## src/rtl/arbiter_pkg.sv

```systemverilog
// Shared types for the instruction/data memory arbiter: RAM handshake
// status and arbiter FSM state.
package arbiter_pkg;

    typedef enum logic [1:0] {
        FREE   = 2'd0,
        BUSY   = 2'd1,
        ACCESS = 2'd2,
        ERROR  = 2'd3
    } ramstate_t;

    typedef enum logic [1:0] {
        IDLE  = 2'd0,
        ISERV = 2'd1,
        DSERV = 2'd2,
        FAULT = 2'd3
    } arb_state_t;

endpackage

```

## src/rtl/memory_arbiter_if.sv

```systemverilog
// Bundle of pipeline-side request/response and RAM-side handshake signals
// around the memory arbiter; master is the arbiter's view.
interface memory_arbiter_if;
    import arbiter_pkg::*;

    logic        iREN;
    logic [31:0] iaddr;
    logic        dREN;
    logic        dWEN;
    logic [31:0] daddr;
    logic [31:0] dstore;
    ramstate_t   ramstate;
    logic [31:0] ramload;

    logic        ramREN;
    logic        ramWEN;
    logic [31:0] ramaddr;
    logic [31:0] ramstore;
    logic        ihit;
    logic        dhit;
    logic [31:0] iload;
    logic [31:0] dload;
    logic        mem_fault;

    modport master (
        input  iREN, iaddr, dREN, dWEN, daddr, dstore, ramstate, ramload,
        output ramREN, ramWEN, ramaddr, ramstore, ihit, dhit, iload, dload,
               mem_fault
    );

    modport slave (
        output iREN, iaddr, dREN, dWEN, daddr, dstore, ramstate, ramload,
        input  ramREN, ramWEN, ramaddr, ramstore, ihit, dhit, iload, dload,
               mem_fault
    );

endinterface

```

## src/rtl/memory_arbiter.sv

```systemverilog
// Shares one single-ported RAM between instruction fetch and data memory:
// one latched access at a time, data priority, bounded fetch starvation.
module memory_arbiter
    import arbiter_pkg::*;
#(
    parameter int TIMEOUT      = 64,
    parameter int MAX_D_STREAK = 4
) (
    input  logic              CLK,
    input  logic              nRST,
    memory_arbiter_if.master  bus
);

    localparam int WAIT_W   = (TIMEOUT > 1) ? $clog2(TIMEOUT) : 1;
    localparam int STREAK_W = $clog2(MAX_D_STREAK + 1);

    localparam logic [WAIT_W-1:0]   WAIT_LAST  = WAIT_W'(TIMEOUT - 1);
    localparam logic [STREAK_W-1:0] STREAK_MAX = STREAK_W'(MAX_D_STREAK);

    arb_state_t          state_q,   state_d;
    logic [STREAK_W-1:0] dstreak_q, dstreak_d;
    logic [WAIT_W-1:0]   wait_q,    wait_d;
    logic [31:0]         addr_q,    addr_d;
    logic [31:0]         store_q,   store_d;
    logic                wen_q,     wen_d;

    logic        d_req;
    logic        i_wins;
    logic        ram_ren;
    logic        ram_wen;
    logic [31:0] ram_addr;
    logic [31:0] ram_store;
    logic        ihit;
    logic        dhit;
    logic [31:0] iload;
    logic [31:0] dload;

    always_ff @(posedge CLK or negedge nRST) begin
        if (!nRST) begin
            state_q   <= IDLE;
            dstreak_q <= '0;
            wait_q    <= '0;
            addr_q    <= '0;
            store_q   <= '0;
            wen_q     <= 1'b0;
        end else begin
            state_q   <= state_d;
            dstreak_q <= dstreak_d;
            wait_q    <= wait_d;
            addr_q    <= addr_d;
            store_q   <= store_d;
            wen_q     <= wen_d;
        end
    end

    assign d_req  = bus.dREN | bus.dWEN;
    // A waiting fetch only overrides data once the streak has saturated.
    assign i_wins = bus.iREN & (~d_req | (dstreak_q == STREAK_MAX));

    always_comb begin
        state_d   = state_q;
        dstreak_d = dstreak_q;
        wait_d    = wait_q;
        addr_d    = addr_q;
        store_d   = store_q;
        wen_d     = wen_q;
        ram_ren   = 1'b0;
        ram_wen   = 1'b0;
        ram_addr  = '0;
        ram_store = '0;
        ihit      = 1'b0;
        dhit      = 1'b0;
        iload     = '0;
        dload     = '0;

        unique case (state_q)
            IDLE: begin
                if (i_wins) begin
                    state_d   = ISERV;
                    addr_d    = bus.iaddr;
                    store_d   = '0;
                    wen_d     = 1'b0;
                    dstreak_d = '0;
                    wait_d    = '0;
                end else if (d_req) begin
                    state_d   = DSERV;
                    addr_d    = bus.daddr;
                    store_d   = bus.dstore;
                    wen_d     = bus.dWEN;
                    wait_d    = '0;
                    if (!bus.iREN)
                        dstreak_d = '0;
                    else if (dstreak_q != STREAK_MAX)
                        dstreak_d = dstreak_q + STREAK_W'(1);
                end
            end

            ISERV: begin
                ram_ren   = 1'b1;
                ram_addr  = addr_q;
                ram_store = store_q;
                // A flushed fetch is dropped even if the RAM answers this cycle.
                if (!bus.iREN) begin
                    state_d = IDLE;
                end else if (bus.ramstate == ACCESS) begin
                    ihit    = 1'b1;
                    iload   = bus.ramload;
                    state_d = IDLE;
                end else if (bus.ramstate == ERROR || wait_q == WAIT_LAST) begin
                    state_d = FAULT;
                end else begin
                    wait_d = wait_q + WAIT_W'(1);
                end
            end

            DSERV: begin
                ram_ren   = ~wen_q;
                ram_wen   = wen_q;
                ram_addr  = addr_q;
                ram_store = store_q;
                if (bus.ramstate == ACCESS) begin
                    dhit    = 1'b1;
                    dload   = bus.ramload;
                    state_d = IDLE;
                end else if (bus.ramstate == ERROR || wait_q == WAIT_LAST) begin
                    state_d = FAULT;
                end else begin
                    wait_d = wait_q + WAIT_W'(1);
                end
            end

            FAULT: begin
                state_d = FAULT;
            end

            default: begin
                state_d = FAULT;
            end
        endcase
    end

    assign bus.ramREN    = ram_ren;
    assign bus.ramWEN    = ram_wen;
    assign bus.ramaddr   = ram_addr;
    assign bus.ramstore  = ram_store;
    assign bus.ihit      = ihit;
    assign bus.dhit      = dhit;
    assign bus.iload     = iload;
    assign bus.dload     = dload;
    assign bus.mem_fault = (state_q == FAULT);

endmodule

```

## src/flat_wrapper.sv

```systemverilog
// flat-port wrapper written by rule: the top's interface ports become plain ports
module memory_arbiter_flat import arbiter_pkg::*;
#(
    parameter int TIMEOUT      = 64,
    parameter int MAX_D_STREAK = 4
)
  (CLK, nRST, bus_iREN, bus_iaddr, bus_dREN, bus_dWEN, bus_daddr, bus_dstore, bus_ramstate, bus_ramload, bus_ramREN, bus_ramWEN, bus_ramaddr, bus_ramstore, bus_ihit, bus_dhit, bus_iload, bus_dload, bus_mem_fault);
  memory_arbiter_if bus_i ();
  input  logic CLK;
  input  logic nRST;
  input wire logic [$bits(bus_i.iREN)-1:0] bus_iREN;
  input wire logic [$bits(bus_i.iaddr)-1:0] bus_iaddr;
  input wire logic [$bits(bus_i.dREN)-1:0] bus_dREN;
  input wire logic [$bits(bus_i.dWEN)-1:0] bus_dWEN;
  input wire logic [$bits(bus_i.daddr)-1:0] bus_daddr;
  input wire logic [$bits(bus_i.dstore)-1:0] bus_dstore;
  input wire logic [$bits(bus_i.ramstate)-1:0] bus_ramstate;
  input wire logic [$bits(bus_i.ramload)-1:0] bus_ramload;
  output wire logic [$bits(bus_i.ramREN)-1:0] bus_ramREN;
  output wire logic [$bits(bus_i.ramWEN)-1:0] bus_ramWEN;
  output wire logic [$bits(bus_i.ramaddr)-1:0] bus_ramaddr;
  output wire logic [$bits(bus_i.ramstore)-1:0] bus_ramstore;
  output wire logic [$bits(bus_i.ihit)-1:0] bus_ihit;
  output wire logic [$bits(bus_i.dhit)-1:0] bus_dhit;
  output wire logic [$bits(bus_i.iload)-1:0] bus_iload;
  output wire logic [$bits(bus_i.dload)-1:0] bus_dload;
  output wire logic [$bits(bus_i.mem_fault)-1:0] bus_mem_fault;
  assign bus_i.iREN = bus_iREN;
  assign bus_i.iaddr = bus_iaddr;
  assign bus_i.dREN = bus_dREN;
  assign bus_i.dWEN = bus_dWEN;
  assign bus_i.daddr = bus_daddr;
  assign bus_i.dstore = bus_dstore;
  assign bus_i.ramstate = bus_ramstate;
  assign bus_i.ramload = bus_ramload;
  assign bus_ramREN = bus_i.ramREN;
  assign bus_ramWEN = bus_i.ramWEN;
  assign bus_ramaddr = bus_i.ramaddr;
  assign bus_ramstore = bus_i.ramstore;
  assign bus_ihit = bus_i.ihit;
  assign bus_dhit = bus_i.dhit;
  assign bus_iload = bus_i.iload;
  assign bus_dload = bus_i.dload;
  assign bus_mem_fault = bus_i.mem_fault;
  memory_arbiter #(.TIMEOUT(TIMEOUT), .MAX_D_STREAK(MAX_D_STREAK)) u_core (.CLK(CLK), .nRST(nRST), .bus(bus_i));
endmodule
```

## config.mk

```make
export PLATFORM = sky130hd
export DESIGN_NAME = memory_arbiter_flat
export DESIGN_NICKNAME = d
export VERILOG_FILES = /design/src/rtl/arbiter_pkg.sv /design/src/rtl/memory_arbiter_if.sv /design/src/rtl/memory_arbiter.sv /design/src/flat_wrapper.sv
export SDC_FILE = /design/constraint.sdc
export NUM_CORES = 1
export LEC_CHECK = 0
export ABC_AREA = 1
export BUFFER_PORTS_ARGS = -buffer_cell sky130_fd_sc_hd__buf_2
export CORE_UTILIZATION = 44
export DETAILED_ROUTE_END_ITERATION = 10
export PLACE_DENSITY = 0.84
export SLEW_MARGIN = 0
export SYNTH_ARGS = -nofsm -noshare
export SYNTH_HDL_FRONTEND = slang
export SYNTH_SLANG_ARGS = --single-unit
```

## constraint.sdc

```tcl
create_clock -name CLK -period 2.08 [get_ports CLK]
set_clock_uncertainty 0.05 [all_clocks]
set_input_delay 0.52 -clock CLK [delete_from_list [all_inputs] [get_ports CLK]]
set_output_delay 0.52 -clock CLK [all_outputs]
set_load 0.02 [all_outputs]
```

Word-level counts from Yosys, hierarchy flattened --
Cells that the tools add are included. W data, S select, Z words.
Storage, ports and cells: register bits 76, output and inout port bits 133, logic and storage cells 66
Operators by class: add/sub/neg operators 2, eq/ne operators 11, multiplexer cells 34, bitwise operators 5, reductions and logical operators 8
Operator list (count):
- $mux W32 | 10
- $mux W6 | 5
- $pmux W6 S3 | 1
- $mux W3 | 4
- $mux W2 | 5
- $eq A2 B2 Y1 const B | 4
- $pmux W2 S4 | 1
- $mux W1 | 7
- $add A6 B1 Y6 const B | 1
- $eq A6 B6 Y1 const B | 1
- $ne A3 B1 Y1 const B | 2
- $reduce_and A3 Y1 | 2
- $add A3 B1 Y3 const B | 1
- $eq A3 B3 Y1 const B | 1
- $ne A3 B3 Y1 const B | 1
- $reduce_bool A3 Y1 | 1
- $eq A2 B1 Y1 const B | 1
- $logic_not A2 Y1 | 1
- $ne A2 B2 Y1 const B | 1
- $not A1 Y1 | 2
- $or A1 B1 Y1 | 2
- $pmux W1 S2 | 1
- $reduce_and A2 Y1 | 1
- $reduce_bool A2 Y1 | 1
- 3 further kinds | 3

Depth between registers and ports, before layout --
word-level depth 6, gate-level depth with buffers 11, gate-level depth less buffers 10

Worst setup path after synthesis --
OpenSTA, ideal clock, no wires.
path kind reg2out, start register u_core.state_q[0], end output bus_dload[10], data arrival time 1.693 ns, required time 1.510 ns, slack -0.183 ns, cell stages (with the launch flop) 8, path buffers 1, path through dfrtp_1 -> inv_1 -> ha_1 -> inv_1 -> nor2_1 -> inv_1 -> clkbuf_1 -> nor2_1
Between the ends: word-level cells in the longest chain between the ends 2
RTL lines:
- start: declaration | RTL line memory_arbiter.sv:20 | arb_state_t state_q, state_d;
- start signal: assignment | RTL line memory_arbiter.sv:47 | state_q <= state_d;
- $eq A2 B2 Y1 | RTL line memory_arbiter.sv:76 | unique case (state_q)
- $mux W32 | RTL line memory_arbiter.sv:76
- end: declaration | RTL line flat_wrapper.sv:26 | output wire logic [$bits(bus_i.dload)-1:0] bus_dload;
No other way between the ends.

Final worst setup path --
start register u_core.state_q[1], end output bus_iload[29]
Between the ends: word-level cells in the longest chain between the ends 2
RTL lines:
- $eq A2 B1 Y1 | RTL line memory_arbiter.sv:76
- $mux W32 | RTL line memory_arbiter.sv:76
- end: declaration | RTL line flat_wrapper.sv:25 | output wire logic [$bits(bus_i.iload)-1:0] bus_iload;
No other way between the ends.

==> flow_summary.toml <==
[run_status]
failed_checks = "negative setup slack"
outcome = "finished, violations left"

[grt]
grt_max_degree = 56
globalRoute.totalOverflow = 0
antenna_found_initial = 5
globalRouteTotalUtil_pct = 28.1
vias_in_the_first_global_route = 5097
wire_length_of_the_first_global_routing_pass_mm = 24.1

[clocking]
clk-insertion-delay-late_ns = 0.35
cts-hold-fix-buffers = 0
cts_made_buffers = 9
clk_pin_slew_ns = 0.08
clock_tree.buffer_depth = 2
htree_num_levels = 3
cts-root-buf = "clkbuf_8"
clock_sink_count = 76
tritoncts = "built"

[critical_path]
critical_path_buf_inv_count = 4
crit_path_cell_trace = "inv_2, ha_4, nand2_4, nor2_4, inv_4, clkbuf_16, nor2_1, buf_4"
timing.critical_path.from_type = "flop"
worst_ep_required_time_ns = 1.51
crit_path_top_delay_cell = "dfrtp_1"
timing.setup.critical_path_class = "reg2out"
crit_path_end_kind = "primary output"
reg2reg_from = "u_core.state_q[0]"
timing.critical_path.slowest_cell_delay_ns = 0.42
crit_path_max_fanout = 8
crit_family = "buffers and inverters"
regToRegEndpoint = "u_core.wait_q[5]"
worst_r2r_path_depth = 8
setup.reg_to_reg.worst_slack_ns = -0.07
crit_path_start = "u_core.state_q[1]"
critPathArrivalTime_ns = 1.82

[drt]
drc_errors = 0
viasPerCell = 5.42
drtPass1Iterations = 5
total_wirelength_of_the_detailed_routed_design_mm = 20.4
wl_per_cell_um = 18.6
vias = 5938
drtIter0Drc = 561
route.antenna.remaining_nets = 0

[synth]
synth_sequential_area_ratio_pct = 41.9
synthTopCellsByArea = "dfrtp_1 42%, nand2_1 14%, inv_1 9.0%"
synthCells = 673
synth.cell_area_mm2 = 0.00454
postSynthNetCount = 815
postSynthAreaPerCell_um2 = 6.75
synth_top_cell_area_share_pct = 41.9
synthDominantAreaCellType = "dfrtp_1"
synth.ff_latch_count = 76
netlist-cell-type-count = 23
synth-warning-count = 0

[placed_design]
globalplace.congestion = 0.842
hpwlAfterDp_mm = 10.1
io_buffer_count = 267

[timing]
fin_worst_hold_slack_ns = 0.0852
finalHoldViolCount = 0
period_needed_ns = 2.39
timing.max_slew.rel_slack_pct = 63.5
fmaxAchievable_mhz = 418
post-route-period-util_pct = 115
setup_slack_ns = -0.312
total_count_of_max_transition_violations_in_the_final_report = 0
report.final.setup_viol = 131
worstMarginPinSlew_ns = 0.547
rsz0062_at_grt = "yes"

[worst_hold_path]
timing.hold.worst.class = "in2async"

[power_and_ir_drop]
irDropWorstVdd_v = 0.000338
post-layout-total-power_mw = 3.15
power_per_cell_area_mw_per_mm2 = 380
leakage_nw = 5.10

[floorplanning]
fp.dieH_um = 104
start_util_pct = 45.9
floorplan_die_area_mm2 = 0.0107
die_w_um = 104
coreArea_mm2 = 0.00991
io_pins = 268
row_count = 36

[cells_and_area]
syn_to_final_growth_pct = 82.4
final-seq-area_mm2 = 0.00190
multi_input_comb_area_mm2 = 0.00276
fin_nets = 1096
layout_commonest_cell = "buf_2"
fillerInstances = 508
layout_common_cells = "136 x buf_2, 114 x nand2_1, 111 x buf_6"
layout.core_utilization_pct = 83.6
drive_gt1_share_pct = 55.1

[flow_run]
cap_violations = 0
area by class of cell:
type | instances | share of cell area [%]
repair buffers | 312 | 33.6
multi-input cells | 444 | 33.3
flip-flops and latches | 76 | 22.9
inverters | 111 | 5.18
well taps | 133 | 2.01
clock buffers | 11 | 1.71
clock inverters | 4 | 1.18
diodes | 5 | 0.151
worst max path at each step:
stage          cells after the start                 end  slack (ns)
2_1_floorplan                      7       bus_dload[11]       -0.06
3_3_place_gp                       9  u_core.store_q[23]        0.11
3_5_place_dp                       8       bus_iload[13]        0.07
4_1_cts                            8       bus_dload[23]       -0.21
5_1_grt                            8       bus_dload[30]       -0.33
6_report                           8       bus_iload[29]       -0.31
flip-flops by register name (all words and copies together) (netlist names):
| signal | cells |
|---|---|
| u_core.state_q | 2 |
| u_core.store_q | 32 |
| u_core.addr_q | 32 |
| u_core.dstreak_q | 3 |
| u_core.wait_q | 6 |
| u_core.wen_q | 1 |
synth_stat cells, drive strengths merged:
library cell	instances
buf	34
o21bai	2
xnor2	1
nor2	108
inv	111
nand4	1
dfrtp	76
o21ai	5
ha	7
clkbuf	8
nor3b	1
a21oi	68
nand2	177
nand3	72
xor2	2
logic make-up after synthesis:
| family | Yosys count | synth area share [%] |
|---|---|---|
| fa+ha+maj | 7 | 1.93 |
| flops | 76 | 41.9 |
| compound gates | 75 | 9.44 |
| simple gates | 359 | 31.9 |
| xor+xnor | 3 | 0.578 |
| buf+inv | 153 | 14.3 |
metal layers:
layer	up-vias	part of all wire [%]	wire length, um	global-route usage [%]
met4	0	6.5	1330	13.0
met3	102	8.7	1770	5.35
met2	435	50	10300	52.1
li1	2615	-	-	-
met5	-	0	0	0
met1	2786	34	7040	30.8
through the flow:
stage / cells / area, um^2 / worst slack (ns) / setup TNS, ns
6_report: 1096 / 8290 / -0.312 / -27.80
3_5_place_dp: 1047 / 6120 / 0.0718 / 0
2_1_floorplan: 673 / 4640 / -0.0619 / -2.71
5_1_grt: 1096 / 8290 / -0.333 / -33.17
3_3_place_gp: 1047 / 6120 / 0.106 / 0
4_1_cts: 1070 / 7000 / -0.215 / -21.14
worst reg2reg max path, delay by kind of cell, from the launching register on:
kind / cells / cell delay (ns)
fa+ha+maj: 1 / 0.25
buf+inv: 4 / 0.61
flops: 1 / 0.43
compound gates: 1 / 0.44
simple gates: 2 / 0.30
power by group:
part	leakage (nW)	internal, mW	switching [mW]
clock network	0.116	0.824	0.541
registers	1.04	1.48	0
logic	3.94	0.118	0.187
repair_timing:
item / 4_1_cts / 5_1_grt
buffers inserted: 5 / 9
cloned: 3 / 12
pin swaps: 2 / 4
gates resized for setup: 193 / 309
setup endpoints to repair: 129 / 129
No activity file was read; power rests on OpenSTA's default activity.
